**config.mk**
```make
export PLATFORM = sky130hd
export DESIGN_NAME = ysyx_23060124_scoreboard
export DESIGN_NICKNAME = d
export VERILOG_FILES = /design/src/rtl/ysyx_23060124_scoreboard.sv
export SDC_FILE = /design/constraint.sdc
export NUM_CORES = 1
export LEC_CHECK = 0
export BUFFER_PORTS_ARGS = -buffer_cell sky130_fd_sc_hd__buf_4
export CORE_ASPECT_RATIO = 1.75
export CORE_MARGIN = 2
export CORE_UTILIZATION = 55
export CTS_CLUSTER_DIAMETER = 80
export DETAILED_ROUTE_END_ITERATION = 8
export GPL_ROUTABILITY_DRIVEN = 0
export GPL_TIMING_DRIVEN = 0
export PLACE_DENSITY = 0.81
export SYNTH_ARGS = -nofsm -noshare
export SYNTH_HDL_FRONTEND = slang
export SYNTH_SLANG_ARGS = --single-unit
export TNS_END_PERCENT = 30
```
**constraint.sdc**
```tcl
create_clock -name clock -period 3.95 [get_ports clock]
set_input_delay 0.1975 -clock clock [delete_from_list [all_inputs] [get_ports clock]]
set_output_delay 0.1975 -clock clock [all_outputs]
set_load 0.05 [all_outputs]
```
**src/rtl/ysyx_23060124_scoreboard.sv**
```systemverilog
// Issue scoreboard between IDU and EXU: tracks pending register writes and the
// number of in-flight instructions, and blocks issue on RAW/WAW, serial and full hazards.
module ysyx_23060124_scoreboard #(
  parameter int MAX_INFLIGHT = 4
) (
  input  logic        clock,
  input  logic        reset,
  input  logic        i_pre_valid,
  output logic        o_pre_ready,
  input  logic [4:0]  i_rs1,
  input  logic [4:0]  i_rs2,
  input  logic [4:0]  i_rd,
  input  logic        i_wen,
  input  logic        i_serial,
  output logic        o_post_valid,
  input  logic        i_post_ready,
  input  logic        i_wb_valid,
  input  logic        i_wb_wen,
  input  logic [4:0]  i_wb_rd,
  input  logic        i_flush,
  output logic [31:0] o_busy,
  output logic [2:0]  o_inflight,
  output logic        o_stall
);

  localparam logic [2:0] MAX_CNT = 3'(MAX_INFLIGHT);

  logic [31:0] r_busy;
  logic [2:0]  r_inflight;

  logic [31:0] w_clr_vec;
  logic [31:0] w_set_vec;
  logic [31:0] w_eff_busy;
  logic [31:0] w_busy_nxt;
  logic        w_hazard;
  logic        w_issue;
  logic        w_wb_eff;

  always_comb begin
    w_clr_vec = '0;
    if (i_wb_valid && i_wb_wen && (i_wb_rd != 5'd0))
      w_clr_vec = 32'd1 << i_wb_rd;
    // A retiring write releases its register in the same cycle it is consumed.
    w_eff_busy = r_busy & ~w_clr_vec;
  end

  always_comb begin
    w_hazard = 1'b0;
    if ((i_rs1 != 5'd0) && w_eff_busy[i_rs1])            w_hazard = 1'b1;
    if ((i_rs2 != 5'd0) && w_eff_busy[i_rs2])            w_hazard = 1'b1;
    if (i_wen && (i_rd != 5'd0) && w_eff_busy[i_rd])     w_hazard = 1'b1;
    if (i_serial && (r_inflight != 3'd0))                w_hazard = 1'b1;
    if ((r_inflight == MAX_CNT) && !i_wb_valid)          w_hazard = 1'b1;
    if (i_flush)                                         w_hazard = 1'b1;
  end

  assign o_post_valid = i_pre_valid && !w_hazard;
  assign o_pre_ready  = i_post_ready && !w_hazard;
  assign o_stall      = i_pre_valid && w_hazard;
  assign w_issue      = i_pre_valid && o_pre_ready && i_post_ready;

  // Spurious writebacks with nothing in flight neither decrement nor clear.
  assign w_wb_eff = i_wb_valid && (r_inflight != 3'd0);

  always_comb begin
    w_set_vec = '0;
    if (w_issue && i_wen && (i_rd != 5'd0))
      w_set_vec = 32'd1 << i_rd;
    w_busy_nxt = ((r_busy & ~(w_wb_eff ? w_clr_vec : 32'd0)) | w_set_vec) & ~32'd1;
  end

  always_ff @(posedge clock or negedge reset) begin
    if (!reset) begin
      r_busy     <= '0;
      r_inflight <= '0;
    end else if (i_flush) begin
      r_busy     <= '0;
      r_inflight <= '0;
    end else begin
      r_busy <= w_busy_nxt;
      case ({w_issue, w_wb_eff})
        2'b10:   r_inflight <= r_inflight + 3'd1;
        2'b01:   r_inflight <= r_inflight - 3'd1;
        default: r_inflight <= r_inflight;
      endcase
    end
  end

  assign o_busy     = r_busy;
  assign o_inflight = r_inflight;

endmodule

```
=== Word-level counts from Yosys, hierarchy flattened ===
Index checks and enable logic that the tools add are counted.

* Bits in registers: 35
* Bits of input ports: 29
* Output and inout bits: 38

* Add/subtract/negate cells: 2
* Magnitude comparators: 3
* Eq/ne operators: 3
* Shifts and indexed selects: 2
* Mux-type cells: 18
* Bitwise gates (word level): 5
* Reduce and logical (&&, ||, !) cells: 24

{| class="wikitable"
|+ Operators by type and width
! cell !! count
|-
| $mux 32 || 4
|-
| $and 32x32->32 || 2
|-
| $not 32->32 || 2
|-
| $shl 1x5->32 const A || 2
|-
| $or 32x32->32 || 1
|-
| $reduce_bool 5->1 || 4
|-
| $lt 5x6->1 const B || 3
|-
| $logic_and 1x1->1 || 16
|-
| $bmux 1 s5 || 3
|-
| $mux 1 || 9
|-
| $pmux 3 s2 || 1
|-
| $reduce_bool 3->1 || 2
|-
| $add 3x1->3 const B || 1
|-
| $eq 3x3->1 const B || 1
|-
| $mux 3 || 1
|-
| $sub 3x1->3 const B || 1
|-
| $eq 2x1->1 const B || 1
|-
| $eq 2x2->1 const B || 1
|-
| $logic_not 1->1 || 2
|}

=== Depth between registers and ports, before layout ===
Gate-level depths: netlist of the first run.

* Word-level depth: 23
* Gate-level depth with buffers: 14
* Mapped depth without buffers: 12

=== Worst setup path after synthesis of the first run ===
No wires, ideal clock.

* Kind: in2reg
* Start point: in i_wb_rd[2]
* End point: reg r_inflight[2] (netlist: o_inflight[2])
* Setup time: 125 ps
* Arrival: 3501 ps
* Required time: 3825 ps
* Path slack: 324 ps
* Stages: 14
* Path through: buf_6 -> or3b_2 -> buf_4 -> o21ai_0 -> mux4_1 -> nand2_1 -> and4b_1 -> or4_4 -> nor4_4 -> nor2_1 -> fa_1 -> and2_1 -> mux2i_1 -> mux2_2

* Longest elaborated chain between the ends: 21

{| class="wikitable"
|+ RTL lines
! what !! RTL line !! RTL
|-
| start: declaration || 19 || <nowiki>input logic [4:0] i_wb_rd,</nowiki>
|-
| $reduce_bool 5->1 || 41 || <nowiki>if (i_wb_valid && i_wb_wen && (i_wb_rd != 5'd0))</nowiki>
|-
| $logic_and 1x1->1 || 41 ||
|-
| $mux 32 (*) || 41 ||
|-
| $not 32->32 (*) || 44 || <nowiki>w_eff_busy = r_busy & ~w_clr_vec;</nowiki>
|-
| $and 32x32->32 (*) || 44 ||
|-
| $bmux 1 s5 || 49 || <nowiki>if ((i_rs1 != 5'd0) && w_eff_busy[i_rs1]) w_hazard = 1'b1;</nowiki>
|-
| $mux 1 (implied by the code) || 49 ||
|-
| $logic_and 1x1->1 || 49 ||
|-
| (+4 left out) || n/a ||
|-
| $mux 1 (*) || 53 || <nowiki>if ((r_inflight == MAX_CNT) && !i_wb_valid) w_hazard = 1'b1;</nowiki>
|-
| $mux 1 (*) || 54 || <nowiki>if (i_flush) w_hazard = 1'b1;</nowiki>
|-
| $logic_not 1->1 (*) || 58 || <nowiki>assign o_pre_ready = i_post_ready && !w_hazard;</nowiki>
|-
| $logic_and 1x1->1 (*) || 58 ||
|-
| $logic_and 1x1->1 (*) (2 in a row) || 60 || <nowiki>assign w_issue = i_pre_valid && o_pre_ready && i_post_ready;</nowiki>
|-
| $eq 2x1->1 or $eq 2x2->1 (tied branches) || 81 || <nowiki>case ({w_issue, w_wb_eff})</nowiki>
|-
| $pmux 3 s2 || 81 ||
|-
| $mux 3 || 76 || <nowiki>end else if (i_flush) begin</nowiki>
|-
| end signal: assignment || 82 || <nowiki>2'b10: r_inflight <= r_inflight + 3'd1;</nowiki>
|-
| end signal: assignment || 83 || <nowiki>2'b01: r_inflight <= r_inflight - 3'd1;</nowiki>
|-
| end signal: assignment || 84 || <nowiki>default: r_inflight <= r_inflight;</nowiki>
|-
| end: declaration || 29 || <nowiki>logic [2:0] r_inflight;</nowiki>
|}

Every way passes the cells marked *; elsewhere a longest branch is shown, timed or not. The select of a mux whose other input is x is not followed.
A chain may end at the register's enable or synchronous reset.

=== Worst setup path after layout of the first run ===
* Start point: in i_wb_rd[0]
* End point: reg r_inflight[2] (netlist: o_inflight[2])

Same word-level chain as after synthesis.

==> results of run 1 <==
area by class of cell:
class / instances / share of cell area
multi-input cells: 318 / 0.545
inverters: 11 / 0.0111
flip-flops and latches: 34 / 0.228
repair buffers: 64 / 0.129
clock buffers: 8 / 0.0295
well taps: 74 / 0.0248
plain buffers: 28 / 0.0325
sequential cells by signal (all words and copies together), names as in the netlist:
name	flops
o_inflight	3
o_busy	31
layout by cell type (no fill, tap or decap), types with 3 or more instances in the layout:
cell,n
sky130_fd_sc_hd__nor2_1,21
sky130_fd_sc_hd__o211ai_1,20
sky130_fd_sc_hd__nor2b_1,39
sky130_fd_sc_hd__a21oi_1,7
sky130_fd_sc_hd__or3b_2,3
sky130_fd_sc_hd__inv_1,9
sky130_fd_sc_hd__nand3b_1,4
sky130_fd_sc_hd__nand4b_1,4
sky130_fd_sc_hd__o31ai_1,3
sky130_fd_sc_hd__buf_4,65
sky130_fd_sc_hd__mux2i_1,4
sky130_fd_sc_hd__a311oi_1,3
sky130_fd_sc_hd__mux4_2,4
sky130_fd_sc_hd__clkbuf_1,23
sky130_fd_sc_hd__o22ai_1,3
sky130_fd_sc_hd__clkbuf_8,8
sky130_fd_sc_hd__o21a_1,7
sky130_fd_sc_hd__o21ai_0,84
sky130_fd_sc_hd__dfrtp_1,34
sky130_fd_sc_hd__o2111ai_1,4
sky130_fd_sc_hd__nand2_1,25
sky130_fd_sc_hd__nand3_1,9
sky130_fd_sc_hd__nand4_1,9
sky130_fd_sc_hd__nand2b_1,4
sky130_fd_sc_hd__or3_1,3
sky130_fd_sc_hd__nor3_1,5
sky130_fd_sc_hd__a21o_1,3
sky130_fd_sc_hd__o21ai_1,6
kinds of logic after synthesis:
| logic type | share of synthesized area |
|---|---|
| buffers and inverters | 0.0545 |
| xor gates and xnor gates | 0.00533 |
| AOI/OAI and AO/OA | 0.330 |
| adders and majority gates | 0.00656 |
| other | 0.00123 |
| DFF | 0.279 |
| and+or+nand+nor | 0.266 |
| muxes | 0.0586 |
layer usage:
layer | routed length [um] | vias up
li1 | - | 1611
met1 | 3880 | 1682
met2 | 5490 | 328
met3 | 1220 | 73
met4 | 770 | 0
met5 | 0 | -
final timing paths:
path | start | to | slack, ps | cells past startpoint
worst max-delay path | i_wb_rd[0] | o_inflight[2] | 120 | 14
worst min-delay path | i_rd[3] | o_busy[16] | 370 | 3
worst max register to register | o_busy[31] | o_inflight[2] | 440 | 11
worst min register to register | o_busy[31] | o_busy[31] | 600 | 2
max in group asynchronous | reset | o_busy[10] | 3220 | 2
min in group asynchronous | reset | o_busy[20] | 400 | 2
critical path: cells and delay by family:
family	cells	cell delay, ps
AO/OA/AOI/OAI	1	340
adder cells (fa/ha/maj)	1	410
buffers and inverters	2	340
multiplexers	3	910
AND/OR/NAND/NOR	7	1810
power by group through the flow:
| stage | registers, mW | clock network (mW) | logic, mW |
|---|---|---|---|
| finish | 0.377 | 0.314 | 0.346 |
| floorplan | 0.417 | 0 | 0.183 |
| CTS | 0.377 | 0.308 | 0.338 |
| global placement | 0.383 | 0 | 0.328 |
| global route | 0.380 | 0.324 | 0.366 |
| detailed placement | 0.384 | 0 | 0.333 |
what timing repair did:
action                                  CTS  global route
setup buffers                             1             0
hold endpoints to repair                 34             0
gates resized for setup                   1             4
pin swaps                                 1             1
endpoints found under the setup margin    1             1
hold buffers                              1             0
==> results.txt, run 1 <==
The flow ran to the end, and the final reports show no timing, DRC or antenna violations. The switching part of the total was 0.366; the cell count after synthesis was 392. The floorplan step set the die height to 103 um.

The most used flip-flop cell after synthesis is sky130_fd_sc_hd__dfrtp_1. After legalization and detailed placement, the total HPWL measured 8380 um. The post-route clock period utilization was 0.970.

The number of synthesized flops with an enable pin was 0; the power dissipated by switching net loads was 380 uW. In this run the mean area of a mapped cell was 7.79 um^2. Total power for the finished layout comes to 1.04 mW. The met2 layer usage reported by global route was 0.612; the global-route wire length before repair was 17900 um. The logs give 0.580 for the tightest slew margin relative to the limit and 0.00204 mm^2 for the area of the multi-input gates. The tools report the storage element area as 851 um^2.

Netlist area before placement: 0.00305 mm^2. Clock skew on the completed layout was measured at 6.70 ps. The transition time of the tightest slew-check pin works out to 630 ps.

The most numerous cell in the Yosys netlist is sky130_fd_sc_hd__o21ai_0. The run gives 0.334 as the fraction of power consumed by combinational cells. From synthesis to final layout, the design area changed by 22.3%.

Worst-path cell with the longest stage delay: sky130_fd_sc_hd__or4_4. The first detailed-routing pass ran for 7 iterations. Dividing the detail-routed wire length by the instance count gives 21.2 um. For the via count of the first global-routing pass, the log shows 3556.

The logs give 1.50 nW for the reported leakage power and 4020 ps for the data arrival time of the critical path. Leftover overflow at the end of global routing: 0. The worst-case setup margin in the final layout is 117 ps. The later pin in the worst-skew pair is clocked with a latency of 290 ps. The detailed router finished its first iteration with 348 violations. The net count of the finished layout is 492. By area the synthesized netlist is led by sky130_fd_sc_hd__dfrtp_1 (28%), sky130_fd_sc_hd__o21ai_0 (15%), sky130_fd_sc_hd__nor2b_1 (8.0%), sky130_fd_sc_hd__o211ai_1 (4.9%), sky130_fd_sc_hd__nand2_1 (3.1%). The layout cell share with drive strength beyond 1 was 0.197; the maximum buffer depth of the clock tree was 2. The met1 layer usage reported by global route came out at 0.461. The met3 usage in global routing was 0.105. 67 I/O pins were placed.

The largest fanout on the critical path came out at 10. After floorplanning, the core was sized to cover 0.00530 mm^2. The tools report the number of distinct library cells after synthesis as 64. The sequential element share of the synthesized area is 0.279. The reported max-cap violation count is 0.

The critical path goes through buf_4, or3b_2, buf_2, o21ai_0, mux4_1, nand2_1, and4b_1, or4_4, nor4_4, nor2_1, fa_1, and2_1, mux2i_1, mux2_2. Summing all non-filler instances in the final layout gives an area of 0.00373 mm^2. Maximum single-stage delay on the critical path: 510 ps. At the placement stage, the worst setup path has a slack of -354 ps. The tools report the initial antenna violation count as 0. The logs give 528 for the placed cell count and 0.00619 mm^2 for the die outline area. The run gives 0.364 as the sequential share of power.

The top cell type's share of synthesized area is 0.279, and the worst slack on hold paths is 366 ps. The max-slew violation count came out at 0. Dividing total power by cell area gives a power density of 278 mW/mm^2.

The number of endpoints with negative hold slack in the final report was 0. The run gives 0.302 as the portion of total power attributed to the clock network. The post-synthesis net count is 422.

Startpoint kind of the worst setup timing path: an input pin. Share of synthesized registers carrying an async set or reset: 1.00. Count of state elements after synthesis: 34. The clock-pin slew of the registers on the worst-case setup and hold paths works out to 70 ps. Most crowded layer after global routing: met2. The clock drives 34 sinks.

For this run, the number of Yosys warnings is 0. The floorplan has 35 rows. After detailed placement, the total cell area comes to 0.00361 mm^2. The worst-case IR drop observed on VDD is 0.000332 V. The run gives 0.576 as the initial core utilization. The logs give 35 for the maximum number of pins on one net before global-route repair and 0 for the post-detailed-route count of antenna-violating nets. After routing, the total negative slack on setup checks comes to 0 ps. The root buffer cell chosen for the clock tree is sky130_fd_sc_hd__clkbuf_8.

0 antenna diodes ended up in the layout. After filler insertion, the fill cell instance count of the layout stands at 467. The end-of-flow core utilization is 0.705, and the CTS buffer count is 5. The routed design could run at a clock period as short as 3830 ps.

Setup violations remaining at the end of the flow were counted as 0. For this block, the routed nets add up to 11400 um of wire. The number of vias per cell came out at 6.88. TritonCTS built the clock tree. The highest achievable clock rate is 261 MHz, and the maximum level of the CTS H-tree is 2. STA puts the critical path data required time at 4130 ps. By count the netlist is led by sky130_fd_sc_hd__o21ai_0 (89), sky130_fd_sc_hd__nor2b_1 (39), sky130_fd_sc_hd__dfrtp_1 (34). The count of non-filler cells in the finished layout was 537. The routed layout has 3694 vias.

For the global-route usage over all layers, the log shows 0.391. Setup repair after global routing left no endpoint under its margin. In the routed design, unresolved DRC markers number 0.

The worst setup path is of the in2reg kind. The tightest min-delay check is of the in2reg type. Post-synthesis cell type with the largest combined area: sky130_fd_sc_hd__dfrtp_1.

The die outline width is 60.3 um, and the number of port buffers is 62. STA classifies the critical path endpoint as a flop. Cell internal power was estimated by the tool at 657 uW.
Note: power is estimated with default switching activity, not from simulation.
==> inputs of run 2 (changes only) <==
--- a/config.mk
+++ b/config.mk
@@ -6,7 +6,7 @@
 export NUM_CORES = 1
 export LEC_CHECK = 0
 export BUFFER_PORTS_ARGS = -buffer_cell sky130_fd_sc_hd__buf_4
-export CORE_ASPECT_RATIO = 1.75
+export CORE_ASPECT_RATIO = 0.5
 export CORE_MARGIN = 2
 export CORE_UTILIZATION = 55
 export CTS_CLUSTER_DIAMETER = 80
==> results.txt, run 2 (synthesis gave the netlist of run 1 again) <==
For the placed cell count, the log shows 527 (-0.19%). The tools report the worst setup skew after layout as 9.85 ps (+3.15 ps). The number of flip-flops under the largest register name works out to 31 (unchanged). The worst register-to-register path ends at o_inflight[2].

For the max-slew violation count, the log shows 0 (unchanged). The library cell used most frequently in the layout, excluding fill and tap cells, is sky130_fd_sc_hd__o21ai_0. The count of non-filler cells in the finished layout is 536 (-0.19%), and the critical path depth in cells is 13 (-1). Initial core utilization: 0.563 (-0.0129). Leaving out fill and tap cells, the most frequent cells in the layout are sky130_fd_sc_hd__o21ai_0 (82), sky130_fd_sc_hd__buf_4 (65), sky130_fd_sc_hd__nor2b_1 (39). The tools report the sum of negative setup slack as 0 ps (unchanged).

The filler cell count is 446 (-4.5%), and the routed wirelength normalized by instance count is 21.6 um (+2.3%). The largest fanout on the critical path was 9 (-1). The number of port buffers was 62 (unchanged). The areal power density over the cells is 296 mW/mm^2 (+6.5%). The maximum number of pins on one net before global-route repair is 35 (unchanged), and the post-detailed-route count of antenna-violating nets is 0 (unchanged). The run gives 34 (unchanged) as the clock sink count. The signal on the critical path passes through buf_4, nand3_1, o21ai_1, mux4_2, nand3_1, and4b_1, or4_4, nor4_4, nor2_1, fa_1, and2_1, mux2i_1, mux2_2.

The number of primary I/O pins was 67 (unchanged); the global-route usage over all layers was 0.382 (-0.00903). Number of nets in the layout: 492 (unchanged). TritonCTS built the clock tree. The number of endpoints with negative hold slack in the final report is 0 (unchanged).

Following the worst setup path forward leads to its endpoint at o_inflight[2]. The layout cell share with drive strength beyond 1 works out to 0.197 (unchanged). The post-route clock period utilization was 0.971 (about the same); the worst supply voltage drop on vdd was 0.000335 V (+0.92%). For the final-report setup violation count, the log shows 0 (unchanged). Setup repair after global routing left no endpoint under its margin. The highest achievable clock rate was 261 MHz (about the same). In this design, the critical path's most frequently occurring cell is sky130_fd_sc_hd__nand3_1.

The logs give 0.00542 mm^2 (+2.3%) for the area of the core and 19 (-46%) for the number of rows created at floorplan. Number of detailed-routing iterations run before antenna repair: 6 (-1). STA classifies the critical path endpoint as a flop.

The logs give 1.11 mW (+7.5%) for the total power and 0.408 (-0.172) for the tightest slew margin relative to the limit. The storage element area is 851 um^2 (unchanged). The cell sitting at the root of the clock tree is a sky130_fd_sc_hd__clkbuf_8. The die boundary height works out to 56.7 um (-45%). For the area of all placed cells without fillers, the log shows 0.00377 mm^2 (+0.90%). Tracing the worst setup path back leads to its startpoint at i_wb_rd[1]. Cell area reported after detailed placement: 0.00361 mm^2 (about the same). For the placed wire-length estimate after detailed placement, the log shows 8580 um (+2.5%). From synthesis to final layout, the design area changed by 23.4%. The flow ran to the end, and the final reports show no timing, DRC or antenna violations. The global-route wire length before repair was 17800 um (-0.31%). The maximum single-stage delay on the critical path was 620 ps (+110 ps); the die outline width was 109 um (+81%). For the DRC violation count after routing, the log shows 0 (unchanged). The data arrival time of the critical path came out at 4020 ps (about the same). Via count of the first global-routing pass: 3386 (-4.8%). Class of the most critical setup path: in2reg. The transition time of the tightest slew-check pin is 879 ps (+249 ps).

Length in cells of the worst reg-to-reg path: 11 (unchanged). Start of the worst register-to-register path: o_busy[31]. The tools report the clock latency on the worst-skew pair as 300 ps (about the same). The run gives 0.00620 mm^2 (+0.20%) as the die outline area. The maximum buffer depth of the clock tree is 2 (unchanged), and the area of the multi-input gates is 0.00204 mm^2 (+0.37%). Reported leakage power: 1.52 nW (+0.79%). The end-of-flow core utilization came out at 0.695 (-0.00955). Class of the tightest hold or removal check: in2reg. The total via count in the routed design is 3677 (-0.46%).

Among cell families on the critical path, the largest total delay comes from simple AND/OR/NAND/NOR gates. The register-to-register path setup slack was 380 ps (-60 ps); the critical path required time was 4130 ps (about the same). The detailed router's first-iteration violation count came out at 618 (+78%).

Startpoint kind of the worst setup timing path: an input pin. The CTS buffer count is 5 (unchanged), and the initial antenna violation count is 0 (unchanged). The number of vias per cell is 6.86 (-0.27%), and the combined buffer and inverter count along the critical path is 1 (-1). The reported max-cap violation count was 0 (unchanged).

For the leftover overflow at the end of global routing, the log shows 0 (unchanged). The final critical delay including setup and external delays works out to 3840 ps (+2.27 ps). Among all stages on the critical path, the largest delay is contributed by sky130_fd_sc_hd__o21ai_1. The tools report the antenna cell count as 0 (unchanged). The routed wire length is 11600 um (+2.1%).

The clock-pin slew of the registers on the worst-case setup and hold paths is 80 ps (about the same), and the maximum level of the CTS H-tree is 2 (unchanged).
[run 2: cell types whose count changed in the layout (fill, tap and decap cells not counted)]
| cell | previous run | this run |
|---|---|---|
| sky130_fd_sc_hd__bufinv_16 | 0 | 2 |
| sky130_fd_sc_hd__clkbuf_8 | 8 | 5 |
| sky130_fd_sc_hd__clkinv_4 | 0 | 1 |
| sky130_fd_sc_hd__o21ai_1 | 6 | 8 |
| sky130_fd_sc_hd__o21ai_2 | 2 | 1 |
| sky130_fd_sc_hd__o21ai_4 | 0 | 1 |
| sky130_fd_sc_hd__o21ai_0 | 84 | 82 |
[run 2: worst reg2reg max path: cells and delay by family (launching register included)]
family / cells / cell delay (ps)
AO/OA/AOI/OAI: 1 / 330
adder cells (fa/ha/maj): 1 / 400
AND/OR/NAND/NOR: 6 / 1490
multiplexers: 3 / 850
flip-flops: 1 / 400
[run 2: stage by stage]
stage               hold WS [ps]  setup slack, ps
finish                       383              114
global route                 395             18.6
global placement             163             -347
CTS                          361             87.2
floorplan                  -98.1              324
detailed placement           174             -380
[run 2: repair_timing]
action / 4_1_cts / 5_1_grt
hold endpoints to repair: 34 / 0
gates resized for setup: 1 / 7
hold buffers: 1 / 0
pin swaps: 1 / 0
setup buffers: 1 / 0
endpoints found under the setup margin: 1 / 2
[run 2: cell type report]
type / count / share of cell area
sequential: 34 / 0.226
tap: 73 / 0.0242
timing repair buffer: 64 / 0.128
clock buffer: 5 / 0.0183
inverter: 11 / 0.0110
clock inverter: 3 / 0.0183
multi-input combinational: 318 / 0.542
buffer: 28 / 0.0322
[run 2: layer usage]
layer,up-vias,part of all wire,track usage
met4,0,0.027,0.123
met1,1713,0.39,0.541
li1,1599,-,-
met5,-,0,0
met2,314,0.42,0.541
met3,51,0.16,0.137
[run 2: power by group]
group          total (mW)  internal [mW]  switching, mW
sequential          0.375          0.358         0.0168
clock               0.397          0.253          0.144
combinational       0.342          0.121          0.221
[run 2: how the worst min path moves through the flow]
stage,from,endpoint,slack [ps],cells after the start
floorplan,reset,o_busy[10],-100,0
global placement,reset,o_busy[23],160,1
detailed placement,reset,o_busy[20],170,1
CTS,i_rd[3],o_busy[4],360,3
global route,i_rd[3],o_busy[4],400,3
finish,i_rd[0],o_busy[18],380,4
